## src/rtl/pc_stack.sv

```systemverilog
// Program counter with a return-address stack for call/ret.
// Latency: every request takes effect on the next rising clk edge.
// Backpressure: none; a call on a full stack or a ret on an empty one is dropped and flagged.
module pc_stack #(
    parameter int               WIDTH     = 16,
    parameter int               DEPTH     = 8,
    parameter logic [WIDTH-1:0] RESET_VEC = '0
) (
    input  logic                         clk,
    input  logic                         reset,
    input  logic                         inc,
    input  logic                         add,
    input  logic                         sub,
    input  logic                         jmp,
    input  logic                         call,
    input  logic                         ret,
    input  logic [WIDTH-1:0]             offset,
    input  logic [WIDTH-1:0]             target,
    output logic [WIDTH-1:0]             pc,
    output logic [$clog2(DEPTH+1)-1:0]   depth,
    output logic                         overflow,
    output logic                         underflow
);

    localparam int DW = $clog2(DEPTH + 1);
    localparam int AW = $clog2(DEPTH);

    logic [WIDTH-1:0] stack_mem [DEPTH];

    logic             full;
    logic             empty;
    logic             push;
    logic [DW-1:0]    depth_dec;
    logic [WIDTH-1:0] pc_inc;
    logic [WIDTH-1:0] pc_add;
    logic [WIDTH-1:0] pc_sub;

    assign full      = (depth == DW'(DEPTH));
    assign empty     = (depth == '0);
    assign depth_dec = depth - DW'(1);
    assign pc_inc    = pc + WIDTH'(1);
    assign pc_add    = pc + offset;
    assign pc_sub    = pc + ~offset + WIDTH'(1);

    // Only a call that actually wins arbitration may write the stack.
    assign push = !reset && !ret && call && !full;

    // Entries are not reset; they are unreachable until pushed again.
    always_ff @(posedge clk) begin
        if (push) begin
            stack_mem[depth[AW-1:0]] <= pc_inc;
        end
    end

    always_ff @(posedge clk) begin
        if (reset) begin
            pc        <= RESET_VEC;
            depth     <= '0;
            overflow  <= 1'b0;
            underflow <= 1'b0;
        end else if (ret) begin
            if (empty) begin
                underflow <= 1'b1;
            end else begin
                pc    <= stack_mem[depth_dec[AW-1:0]];
                depth <= depth_dec;
            end
        end else if (call) begin
            if (full) begin
                overflow <= 1'b1;
            end else begin
                pc    <= target;
                depth <= depth + DW'(1);
            end
        end else if (jmp) begin
            pc <= target;
        end else if (sub) begin
            pc <= pc_sub;
        end else if (add) begin
            pc <= pc_add;
        end else if (inc) begin
            pc <= pc_inc;
        end
    end

endmodule
```

## config.mk

```make
export PLATFORM = sky130hd
export DESIGN_NAME = pc_stack
export DESIGN_NICKNAME = d
export VERILOG_FILES = /design/src/rtl/pc_stack.sv
export SDC_FILE = /design/constraint.sdc
export NUM_CORES = 1
export LEC_CHECK = 0
export BUFFER_PORTS_ARGS = -buffer_cell sky130_fd_sc_hd__buf_2
export CAP_MARGIN = 20
export CORE_MARGIN = 4
export CORE_UTILIZATION = 35
export CTS_CLUSTER_SIZE = 16
export DETAILED_ROUTE_END_ITERATION = 8
export PLACE_DENSITY = 0.48
export SYNTH_ARGS = -nofsm -noshare
export SYNTH_HDL_FRONTEND = slang
export SYNTH_SLANG_ARGS = --single-unit
```

## constraint.sdc

```tcl
create_clock -name clk -period 4.91 [get_ports clk]
set_clock_uncertainty 0.15 [all_clocks]
set_input_delay 0.2455 -clock clk [delete_from_list [all_inputs] [get_ports clk]]
set_output_delay 0.2455 -clock clk [all_outputs]
set_load 0.02 [all_outputs]
```

Yosys cells after proc, flatten, opt, wreduce, memory -nomap -nowiden. Memory sizes are Yosys's and may differ from the RTL's. Cells that the tools add are included.

Memories: 1. RAM bits: 128. Bits of input ports: 40. Logic and storage cells: 44. Flip-flop bits (word level): 22.

Memory list: stack_mem (depth 8, width 16, rd ports 1, clocked after memory_dff 0, write ports 1, RTL line 28) `logic [WIDTH-1:0] stack_mem [DEPTH];`.

Multiplexer cells: 14. Add/sub/neg operators: 6. Equality and inequality tests: 4. Reduce and logical (&&, ||, !) cells: 13. Bitwise gates (word level): 2.

Operator list (count): $mux W16 (8); $add A16 B1 Y16 const B (2); $add A16 B16 Y16 (2); $mux W4 (4); $not A16 Y16 (1); $reduce_and A3 Y1 (3); $reduce_bool A6 Y1 (1); $add A4 B1 Y4 const B (1); $eq A4 B4 Y1 const B (1); $logic_not A4 Y1 (1); $ne A2 B2 Y1 const B (2); $sub A4 B1 Y4 const B (1); $logic_and A1 B1 Y1 (3); $logic_not A1 Y1 (3); $ne A3 B3 Y1 const B (1); $mux W1 (2); $reduce_and A2 Y1 (1); $reduce_bool A2 Y1 (1); $not A1 Y1 (1).

Longest topological paths before layout.
Depth in word-level cells: 7. Mapped depth: 13. Mapped depth without buffers: 10.

Worst setup path before layout. OpenSTA, ideal clock, no wires.

Kind: register to register. Start point: reg depth[0]. End point: mem stack_mem[1][0] (enable). Period minus slack after synthesis: 3594 ps. Library setup time: 409 ps. Data required time: 4351 ps. Stages on the path, launching flop included: 10. Path buffers: 3. Setup slack: 1316 ps. Arrival time: 3035 ps. Path through: dfxtp_1 -> buf_6 -> buf_6 -> buf_4 -> inv_1 -> ha_1 -> nor2b_1 -> a211oi_1 -> nand2_1 -> nor3_1.

Cells in the longest elaborated chain, start to end: 5.

RTL lines: from (decl) (RTL line 20) `output logic [$clog2(DEPTH+1)-1:0] depth,`; from (signal assigned) (RTL line 66) `depth <= depth_dec;`; from (signal assigned) (RTL line 73) `depth <= depth + DW'(1);`; $eq A4 B4 Y1 (RTL line 38) `assign full = (depth == DW'(DEPTH));`; $logic_not A1 Y1 (RTL line 46) `assign push = !reset && !ret && call && !full;`; $logic_and A1 B1 Y1 (RTL line 46); $mux W1 (RTL line 50) `if (push) begin`; $mux W1 (implied by the code) (RTL line 51) `stack_mem[depth[AW-1:0]] <= pc_inc;`; to (decl) (RTL line 28).

Parallel ways exist; a longest one is shown, timed or not.

Final worst setup path.
Start point: reg pc[0]. End point: reg pc[14].

Cells in the longest elaborated chain, start to end: 7. Elaborated cells on any way between the ends: 10. Classes of those cells: add/sub: 4; mux: 6.

RTL lines: from (decl) (RTL line 19) `output logic [WIDTH-1:0] pc,`; from (signal assigned) (RTL line 65) `pc <= stack_mem[depth_dec[AW-1:0]];`; from (signal assigned) (RTL line 72) `pc <= target;`; from (signal assigned) (RTL line 76) `pc <= target;`; branches (longest 3 deep; another with $add A16 B16 Y16); $mux W16 * (RTL line 77) `end else if (sub) begin`; $mux W16 * (RTL line 75) `end else if (jmp) begin`; $mux W16 * (RTL line 68) `end else if (call) begin`; $mux W16 * (RTL line 61) `end else if (ret) begin`.

Every way passes the cells marked *. The select of a mux whose other input is x is not followed. A chain may end at the register's enable or synchronous reset.

==> metrics.md <==
| Metric | Value |
|---|---|
| CTS H-tree lvls | 4 |
| Die footprint | 26,200 µm² |
| Antenna viol nets, final | 0 |
| First-pass detailed-route iteration total | 4 |
| # Max-Cap Violations | 0 |
| Clock Latency Late Sink | about 0.41 ns |
| Slowest CP cell | dfxtp_1 |
| Core area | around 23,000 µm² |
| CTS Hold Buffers Added | 2 |
| Net count after synthesis | 748 |
| WP data required | 5.03 ns |
| Slew @ Worst Pin | 1.04 ns |
| Leakage power | 3.48 nW |
| First-pass GRT wire length | 35.2 mm |
| Die width | 162 µm |
| Clock slew seen by the registers of the worst setup and hold paths | ~0.070 ns |
| Dpl hpwl | 16.3 mm |
| Starting density of the core | between 30% and 40% |
| Setup Viol. Count Final | 0 |
| Routed vias | 5,777 |
| Max Buffers Root-to-Sink | 2 |
| CP Capture Type | flip-flop |
| Nets | 813 |
| Placed inst area | 8970 µm² |
| Mapped Cells | between 600 and 700 |
| Fin. max-slew vios | 0 |
| Peak VDD IR | 0.000247 V |
| PD cells | 619 nW/µm² |
| Initial antenna violation count | 0 |
| Final wirelength | 22.7 mm |
| Min Tclk post-route | 3.25 ns |
| Gr ovfl total | 0 |
| Post-CTS setup buffer count | 0 |
| Power Total | 5.96 mW |
| CTS tree | yes |
| Final hold viol count | 0 |
| Fin area | 9620 µm² |
| Clk sinks | 150 |
| Placed cell count | 1,035 |
| Row cnt | 56 |
| Sequential share of the synthesized area | 51.7% |
| Max stage delay on crit path | 0.52 ns |
| Height of the die | 162 µm |
| DRC | 0 |
| Cell variety after synth | 73 |
| Largest net degree at the start of global routing | 39 |
| Area Overhead vs Synth | 16.2% |
| Cell Count, Final, Fillers Out | 1,069 |
| N_diodes | 0 |
| IO Port Bufs | 61 |
| Syn Std Cell Area | approximately 8300 µm² |
| Setup TNS | 0 ns |
| Tcrit/Tclk final | between 60% and 70% |
| Worst R2R Path Depth | 10 |
| Total GRT Usage | 17.4% |
| Gpl congestion | 0.889 |
| Ys flop type | edfxtp_1 |
| Kind of critical path | flip-flop to flip-flop |
| Worst Setup Start Kind | flip-flop |
| Via-to-Cell Ratio | 5.40 |
| Rel. slew slack | 30.8% |
| CP Cell Sequence | inv_1 > ha_1 > fa_1 > nor2b_1 > o211ai_1 > o2bb2ai_1 > o21ai_1 > o221ai_1 > mux2i_1 > a211oi_1 |
| FF+latch count, synth | 150 |
| WP data arrival | 3.37 ns |
| Hold_ws | approximately 0.1 ns |
| Avg Cell Area, Syn | 12.3 µm² |
| DRT iter0 DRCs | about 510 |
| Worst Hold Depth | 4 |
| TritonCTS buffer count | 17 |
| Ys Warns | 0 |
| Worst Hold Class | input pin to flip-flop |
| Wirelength per Cell | 21.2 µm |
| Vias in the first global route | between 5,000 and 6,000 |
| Post-CTS Resized | 0 |
| Status | finished, final reports clean |
| I/O pins | 62 |
| Maximum clock frequency | 308 MHz |
| Max FO, Critical Path | 9 |
| Ys async rst share | 0% |
| Clock root cell | clkbuf_16 |
| RSZ-0062 raised after global routing | no |
| Share of cells above drive strength 1 | between 20% and 30% |
| Number of enable flip-flop cells after synthesis | approximately 130 |
==> cell usage after synthesis, types with 6 or more instances <==
master    instances  share of area [%]
xor2_1           15                1.6
nor3_1           13               0.79
nor2b_1          14                1.1
edfxtp_1        128                 46
inv_1            24                1.1
o21bai_1          8               0.73
xnor2_1          16                1.7
mux2i_1           8               0.97
nand3_1          19                1.1
clkbuf_1         14               0.63
ha_1             34                5.1
nor2_1           46                2.1
nand4_1           7               0.53
buf_2            14               0.85
o211ai_1          9               0.82
o21ai_0          20                1.2
nand2b_1          8               0.60
a21o_1            6               0.54
nor4_1            7               0.53
nand2_1          45                2.0
mux2_2           12                1.6
a211oi_1         13                1.2
mux4_2           32                8.7
dfxtp_1          22                5.3
a21oi_1          41                2.5
==> worst max-delay path, delay by kind of cell, from the launching register on <==
kind	cells	cell delay, ns
flops	1	0.52
buf+inv	1	0.26
mux	1	0.23
fa+ha+maj	2	0.72
simple gates	1	0.18
compound gates	5	1.02
==> power breakdown <==
part	internal [mW]	switching, mW
sequential	1.68	0.207
clock	0.832	0.523
combinational	1.10	1.62
total	3.60	2.35
==> registers in the layout, indices dropped and copies added, names as in the netlist <==
signal,cells
stack_mem,128
pc,16
depth,4
overflow,1
underflow,1
==> layout by cell type, fill, tap and decap left out, drive strengths merged, types with 11 or more instances in the layout <==
cell,instances
mux2,13
nor3,15
dfxtp,22
nand3,19
mux4,32
xor2,16
nor2b,14
ha,34
inv,30
buf,80
a211oi,15
o21ai,24
a21oi,44
xnor2,16
edfxtp,128
nand2,45
o211ai,11
nor2,46
clkbuf,21
==> cells by family (layout without fill, tap and decap cells) <==
logic type,after synthesis,count (layout),share of synthesized area [%]
multiplexers,53,53,11.4
buffers and inverters,63,141,3.45
AO/OA/AOI/OAI,155,155,13.3
XOR/XNOR,32,32,3.48
flip-flops,150,150,51.7
adder cells (fa/ha/maj),36,36,5.62
AND/OR/NAND/NOR,183,183,11.0
==> cell type report <==
| cell class | instances | area, µm² |
|---|---|---|
| inverters | 27 | 101 |
| multi-input cells | 459 | 3720 |
| clock buffers | 21 | 493 |
| clock inverters | 11 | 135 |
| fillers | 2254 | 13800 |
| well taps | 319 | 399 |
| flip-flops and latches | 150 | 4290 |
| repair buffers | 82 | 488 |
==> per-stage QoR <==
stage | setup WS [ns] | util (%)
4_1_cts | 1.70 | 41.1
5_1_grt | 1.44 | 41.1
3_3_place_gp | 1.64 | 38.2
3_5_place_dp | 1.73 | 38.3
2_1_floorplan | 1.32 | -
6_report | 1.66 | 41.1
==> layer usage <==
layer	vias to the layer above	track usage, %	part of all wire, %	routed length [µm]
met5	-	0	0	0
met4	0	4.46	1.6	359
met3	19	2.23	3.6	825
met2	146	30.6	51	11500
met1	2899	22.9	44	9960
li1	2713	-	-	-
==> worst paths after layout <==
check | endpoint | slack [ns] | startpoint
max | pc[14] | 1.66 | pc[0]
min | overflow | 0.1 | ret
min reg2reg | underflow | 0.34 | underflow
max reg2reg | pc[14] | 1.66 | pc[0]
Note: power is estimated with default switching activity, not from simulation.
